===== src/rtl/regfile_dbg_pkg.sv =====
// Shared types and default geometry for the regfile debug readout engine.
package regfile_dbg_pkg;

  localparam int unsigned NregsDef = 32;
  localparam int unsigned AwDef    = 5;
  localparam int unsigned DwDef    = 32;

  typedef enum logic [1:0] {
    StIdle,
    StRead,
    StSend,
    StDone
  } state_e;

endpackage


===== src/rtl/regfile_dump.sv =====
// Walks a register range through one regfile read port and streams each value
// out over a valid/ready handshake; abort drops the stream without a done pulse.
module regfile_dump
  import regfile_dbg_pkg::*;
#(
  parameter int unsigned NREGS = NregsDef,
  parameter int unsigned AW    = AwDef,
  parameter int unsigned DW    = DwDef
) (
  input  logic          clk,
  input  logic          reset_n,
  input  logic          start,
  input  logic [AW-1:0] first,
  input  logic [AW-1:0] last,
  input  logic          abort,
  output logic [AW-1:0] rd_addr,
  input  logic [DW-1:0] rd_data,
  output logic          out_valid,
  input  logic          out_ready,
  output logic [DW-1:0] out_data,
  output logic [AW-1:0] out_index,
  output logic          out_last,
  output logic          busy,
  output logic          done
);

  state_e        state_q, state_d;
  logic [AW-1:0] ptr_q, ptr_d;
  logic [AW-1:0] last_q, last_d;
  logic [DW-1:0] data_q, data_d;
  logic [AW-1:0] index_q, index_d;
  logic          olast_q, olast_d;

  always_ff @(posedge clk or negedge reset_n) begin
    if (!reset_n) begin
      state_q <= StIdle;
      ptr_q   <= '0;
      last_q  <= '0;
      data_q  <= '0;
      index_q <= '0;
      olast_q <= 1'b0;
    end else begin
      state_q <= state_d;
      ptr_q   <= ptr_d;
      last_q  <= last_d;
      data_q  <= data_d;
      index_q <= index_d;
      olast_q <= olast_d;
    end
  end

  always_comb begin
    state_d = state_q;
    ptr_d   = ptr_q;
    last_d  = last_q;
    data_d  = data_q;
    index_d = index_q;
    olast_d = olast_q;

    unique case (state_q)
      StIdle: begin
        // A start coinciding with abort is treated as cancelled.
        if (start && !abort) begin
          ptr_d   = first;
          last_d  = last;
          state_d = StRead;
        end
      end
      StRead: begin
        if (abort) begin
          state_d = StIdle;
        end else begin
          data_d  = rd_data;
          index_d = ptr_q;
          olast_d = (ptr_q == last_q);
          state_d = StSend;
        end
      end
      StSend: begin
        if (abort) begin
          state_d = StIdle;
        end else if (out_ready) begin
          if (olast_q) begin
            state_d = StDone;
          end else begin
            ptr_d   = (ptr_q == AW'(NREGS - 1)) ? '0 : ptr_q + 1'b1;
            state_d = StRead;
          end
        end
      end
      StDone: begin
        state_d = StIdle;
      end
      default: state_d = StIdle;
    endcase
  end

  assign rd_addr   = ptr_q;
  assign out_valid = (state_q == StSend);
  assign out_data  = data_q;
  assign out_index = index_q;
  assign out_last  = olast_q;
  assign busy      = (state_q != StIdle);
  // An abort landing on the done cycle suppresses the pulse.
  assign done      = (state_q == StDone) && !abort;

endmodule


===== config.mk =====
export PLATFORM = sky130hd
export DESIGN_NAME = regfile_dump
export DESIGN_NICKNAME = d
export VERILOG_FILES = /design/src/rtl/regfile_dbg_pkg.sv /design/src/rtl/regfile_dump.sv
export SDC_FILE = /design/constraint.sdc
export NUM_CORES = 1
export LEC_CHECK = 0
export ABC_AREA = 1
export CAP_MARGIN = 20
export CORE_ASPECT_RATIO = 0.5
export CORE_MARGIN = 2
export CORE_UTILIZATION = 42
export DETAILED_ROUTE_END_ITERATION = 10
export GPL_TIMING_DRIVEN = 0
export PLACE_DENSITY = 0.8
export SETUP_SLACK_MARGIN = 0.05
export SYNTH_ARGS = -nofsm -noshare
export SYNTH_HDL_FRONTEND = slang
export SYNTH_SLANG_ARGS = --single-unit

===== constraint.sdc =====
create_clock -name clk -period 1.53 [get_ports clk]
set_input_delay 0.153 -clock clk [delete_from_list [all_inputs] [get_ports clk]]
set_output_delay 0.153 -clock clk [all_outputs]
set_load 0.02 [all_outputs]

Yosys cells after proc, flatten, opt, wreduce, memory -nomap -nowiden --
Cells that the tools add are included.
Storage, ports and cells: bits in registers 50, output and inout bits 46
Cells by class: add/sub/neg operators 1, equality and inequality tests 10, mux-type cells 12, bitwise logic cells 1, reductions and logical operators 10
Operators with widths (number):
- 5-bit 2-to-1 mux | 5
- 2-bit 2-to-1 mux | 5
- 5-bit case mux with 2 select lines | 1
- 2-bit case mux with 4 select lines | 1
- 2-bit != test, second input constant | 3
- 2-bit AND reduction | 3
- 5-bit by 1-bit adder with 5-bit output, second input constant | 1
- 5-bit == test | 1
- 5-bit == test, second input constant | 1
- 5-bit AND reduction | 1
- 2-bit == test, second input constant | 2
- 2-bit nonzero test | 2
- 3-bit by 2-bit != test with 1-bit output, second input constant | 1
- 2-bit by 1-bit == test with 1-bit output, second input constant | 1
- 1-bit logical AND | 2
- 2-bit logical NOT | 1
- 2-bit by 1-bit != test with 1-bit output, second input constant | 1
- 1-bit logical NOT | 1
- 1-bit NOT | 1

Logic depth before layout (Yosys ltp) --
word-level depth 6, mapped depth 9

Worst setup path before layout --
No wires, ideal clock.
path kind register to register, start register ptr_q[0], in the netlist rd_addr[0], end register ptr_q[0], in the netlist rd_addr[0], data arrival time 1373 ps, data required time 1447 ps, path slack 74 ps, cell stages (with the launch flop) 10, path buffers 0, period minus slack after synthesis 1456 ps, cells stage by stage dfrtp_1 ha_1 nand2_1 nor2_1 ha_1 inv_1 nand2_1 o21ai_0 nand2_1 o21ai_0
Between the ends: word-level cells in the longest chain between the ends 6, elaborated cells on any way between the ends 7
Ends and longest elaborated chain:
- from (decl) | RTL line regfile_dump.sv:28 | logic [AW-1:0] ptr_q, ptr_d;
- from (signal assigned) | RTL line regfile_dump.sv:44 | ptr_q <= ptr_d;
- 5-bit by 1-bit adder with 5-bit output / 5-bit == test (equally long branches) | RTL line regfile_dump.sv:86 | ptr_d = (ptr_q == AW'(NREGS - 1)) ? '0 : ptr_q + 1'b1;
- 5-bit 2-to-1 mux * | RTL line regfile_dump.sv:86
- 5-bit 2-to-1 mux * | RTL line regfile_dump.sv:83 | if (olast_q) begin
- 5-bit 2-to-1 mux * | RTL line regfile_dump.sv:82 | end else if (out_ready) begin
- 5-bit 2-to-1 mux * | RTL line regfile_dump.sv:80 | if (abort) begin
- 5-bit case mux with 2 select lines * | RTL line regfile_dump.sv:60 | unique case (state_q)
Every way passes the cells marked *; elsewhere a longest branch is shown, timed or not. The select of a mux whose other input is x is not followed. A chain may end at the register's enable or synchronous reset.

Worst setup path in the final report --
start register data_q[1], in the netlist out_data[1], end output out_data[1]
RTL lines:
- from (decl) | RTL line regfile_dump.sv:30 | logic [DW-1:0] data_q, data_d;
- from (signal assigned) | RTL line regfile_dump.sv:46 | data_q <= data_d;
- to (decl) | RTL line regfile_dump.sv:20 | output logic [DW-1:0] out_data,
No word-level cell between the ends.

==> impl_metrics.py <==
metrics = {
    "status": {
        "status": "complete, no violations",
    },
    "setup_path": {
        "cp_data_arrival_time_ns": 1.28,
        "worst-r2r-setup-slack_ns": 0.15,
        "path_buf_inv": 1,
        "worstPathMaxFanout": 2,
        "worstSetupPathType": "register to output port",
        "crit_required_ns": 1.38,
        "cpMaxStageDelayCell": "clkdlybuf4s50_1",
        "critPathMaxStageDelay_ns": 0.62,
        "path_cells": "clkdlybuf4s50_1",
        "worstReg2RegStart": "rd_addr[0]$_DFFE_PN0P_",
        "crit_path_end_kind": "output port",
        "crit_family": "buffers and inverters",
        "reg2reg_to": "rd_addr[2]$_DFFE_PN0P_",
        "rr_worst_depth": 9,
        "startpoint_type": "register",
    },
    "clock_network": {
        "cts.htree.levels": 2,
        "cts.sinks": 50,
        "clk_path_buf_depth": 2,
        "cts_tree": "yes",
        "cts_made_buffers": 5,
        "clk_latency_ns": 0.30,
        "cts-root-buf": "clkbuf_8",
        "path_clk_slew_ns": 0.09,
    },
    "grt": {
        "grt_max_degree": 30,
        "grt_overflow_total": 0,
        "grt_pass1_wl_microns": 8930,
        "grt_usage_pct": 19.8,
        "antenna_found_initial": 0,
        "grt_pass1_vias": 1965,
    },
    "timing": {
        "post-route-min-period_ns": 1.43,
        "clock.fmax_mhz": 698,
        "tightest_slew_ns": 0.511,
        "slew_viol_final": 0,
        "grt_setup_unrepaired": "true",
        "hold_viol": 0,
        "max-slew-margin-rel_pct": 65.9,
        "skew_ns": 0.00906,
        "finalCritPeriodShare_pct": 93.7,
        "finalSetupViolCount": 0,
        "worst_slack_ns": 0.0963,
    },
    "route": {
        "via_per_inst": 4.55,
        "drt-wirelength-per-cell_microns": 12.4,
        "route.detailed.drc": 0,
        "ant_nets": 0,
        "wl_microns": 5430,
        "vias": 1991,
        "first_pass_iters": 4,
        "drt_iter0_drc": 106,
    },
    "finish": {
        "area_growth_syn_to_layout_pct": 54.5,
        "layout.cells.non_filler": 438,
        "drive_gt1_share_pct": 11.4,
        "final_common_cell": "nand2_1",
        "diodes": 0,
        "nNetsFinal": 416,
        "final_cell_mix": "139 x nand2_1, 80 x clkdlybuf4s50_1, 47 x dfrtp_1",
    },
    "place": {
        "placedCellCount": 422,
        "portBuffers": 92,
        "hpwl_microns": 4090,
        "place_ws_ns": -0.235,
        "gp_congestion": 0.873,
    },
    "synthesis": {
        "ys_seq_area_share_pct": 57.8,
        "synthesis.instances": 259,
        "synth-seq-cells": 50,
        "syn_area_per_cell_sq_um": 8.36,
        "syn_nets": 308,
        "yosys_warnings": 0,
        "synth.distinct_cells": 20,
        "netlist_area_sq_um": 2170,
    },
    "pwr": {
        "cellPowerDensity_nw_per_um2": 1190,
        "p_leak_uw": 0.00170,
        "ir_worst_vdd_mv": 0.499,
        "power.share.clock_pct": 19.7,
        "p_comb_share_pct": 36.2,
        "power.switching_uw": 1340,
        "power.internal_uw": 2650,
        "switching_share_pct": 33.6,
        "seqPwrFrac_pct": 44.1,
    },
    "floorplan": {
        "ios": 93,
        "die_h_microns": 54.8,
        "die-width_microns": 106,
        "die-area_sq_um": 5780,
        "initial_core_util_pct": 43.7,
        "num_rows": 18,
        "core-area_sq_um": 4950,
    },
    "job": {
        "cap_viol_max_count": 0,
    },
    "hold_path": {
        "hp-class": "input pin to asynchronous set/reset pin",
    },
}
cell families (layout without fill, tap and decap cells):
family	Yosys count	count (layout)	share of synthesized area (%)
DFF	50	50	57.8
adders and majority gates	2	2	1.16
AOI/OAI and AO/OA	19	19	5.37
buffers and inverters	25	134	5.03
and+or+nand+nor	161	161	29.9
xor gates and xnor gates	2	2	0.809
power by group through the flow:
stage               Sequential [uW]  Clock (uW)  Combinational, uW
floorplan                      2090           0                364
global placement               1790           0               1400
CTS                            1760         817               1450
global route                   1800         871               1560
finish                         1760         787               1450
detailed placement             1800           0               1440
worst max-delay path by stage:
stage,start,to,slack (ns),cells after the start
CTS,rd_addr[1]$_DFFE_PN0P_,rd_addr[2]$_DFFE_PN0P_,0.05,9
global route,rd_addr[0]$_DFFE_PN0P_,rd_addr[0]$_DFFE_PN0P_,0.01,9
global placement,reset_n,rd_addr[2]$_DFFE_PN0P_,-1.10,1
floorplan,rd_addr[0]$_DFFE_PN0P_,rd_addr[0]$_DFFE_PN0P_,0.07,9
detailed placement,abort,out_index[3]$_DFFE_PN0P_,-0.24,6
finish,out_data[1]$_DFFE_PN0P_,out_data[1],0.1,1
metal layers:
layer	share of wire, %	global-route usage [%]	up-vias
met4	0.68	5.70	0
li1	-	-	1007
met2	52	36.9	40
met1	44	24.7	939
met3	3.7	3.45	5
met5	0	0	-
area by class of cell:
class / instances / area (sq um)
Inverter: 17 / 63.8
Clock inverter: 1 / 5.00
Tap cell: 70 / 87.6
Clock buffer: 7 / 86.3
Fill cell: 404 / 1610
Buffer: 8 / 47.5
Multi-Input combinational cell: 184 / 811
Timing Repair Buffer: 101 / 991
Sequential cell: 50 / 1250
sequential cells by signal, summed over array words and instances, names as in the netlist:
register,count
out_data,32
last_q,5
out_index,5
rd_addr,5
state_q,2
out_last,1
synthesized netlist by cell type:
cell | number | area share, %
nor3_1 | 1 | 0.23
dfrtp_1 | 50 | 58
nor2_1 | 10 | 1.7
buf_2 | 6 | 1.4
nand4_1 | 2 | 0.58
nand2_4 | 1 | 0.52
a21oi_1 | 6 | 1.4
buf_4 | 2 | 0.69
nand3_1 | 5 | 1.2
inv_1 | 15 | 2.6
inv_2 | 2 | 0.35
xnor2_1 | 2 | 0.81
o21ai_0 | 7 | 1.6
nor3_4 | 1 | 0.75
nand2_1 | 139 | 24
o211ai_1 | 1 | 0.35
nor2_4 | 1 | 0.52
o21ai_2 | 5 | 2.0
nor2_2 | 1 | 0.29
ha_1 | 2 | 1.2
metrics by stage:
| step | setup TNS (ns) | util [%] | hold slack [ns] | cell area, sq um | power [uW] |
|---|---|---|---|---|---|
| finish | 0 | 67.6 | 0.368 | 3350 | 4000 |
| global route | 0 | 67.6 | 0.379 | 3350 | 4230 |
| CTS | 0 | 66.8 | 0.355 | 3310 | 4030 |
| detailed placement | -7.76 | 64.4 | 0.155 | 3190 | 3240 |
| global placement | -61.08 | 64.1 | 0.453 | 3170 | 3190 |
| floorplan | 0 | - | -0.143 | 2170 | 2450 |
what timing repair did:
item	CTS	global route
hold buffers	1	0
setup endpoints to repair	31	29
setup buffers	3	4
resized for setup	14	10
endpoints found under the hold margin	21	0
pin swaps	0	1
Note: power is estimated with default switching activity, not from simulation.
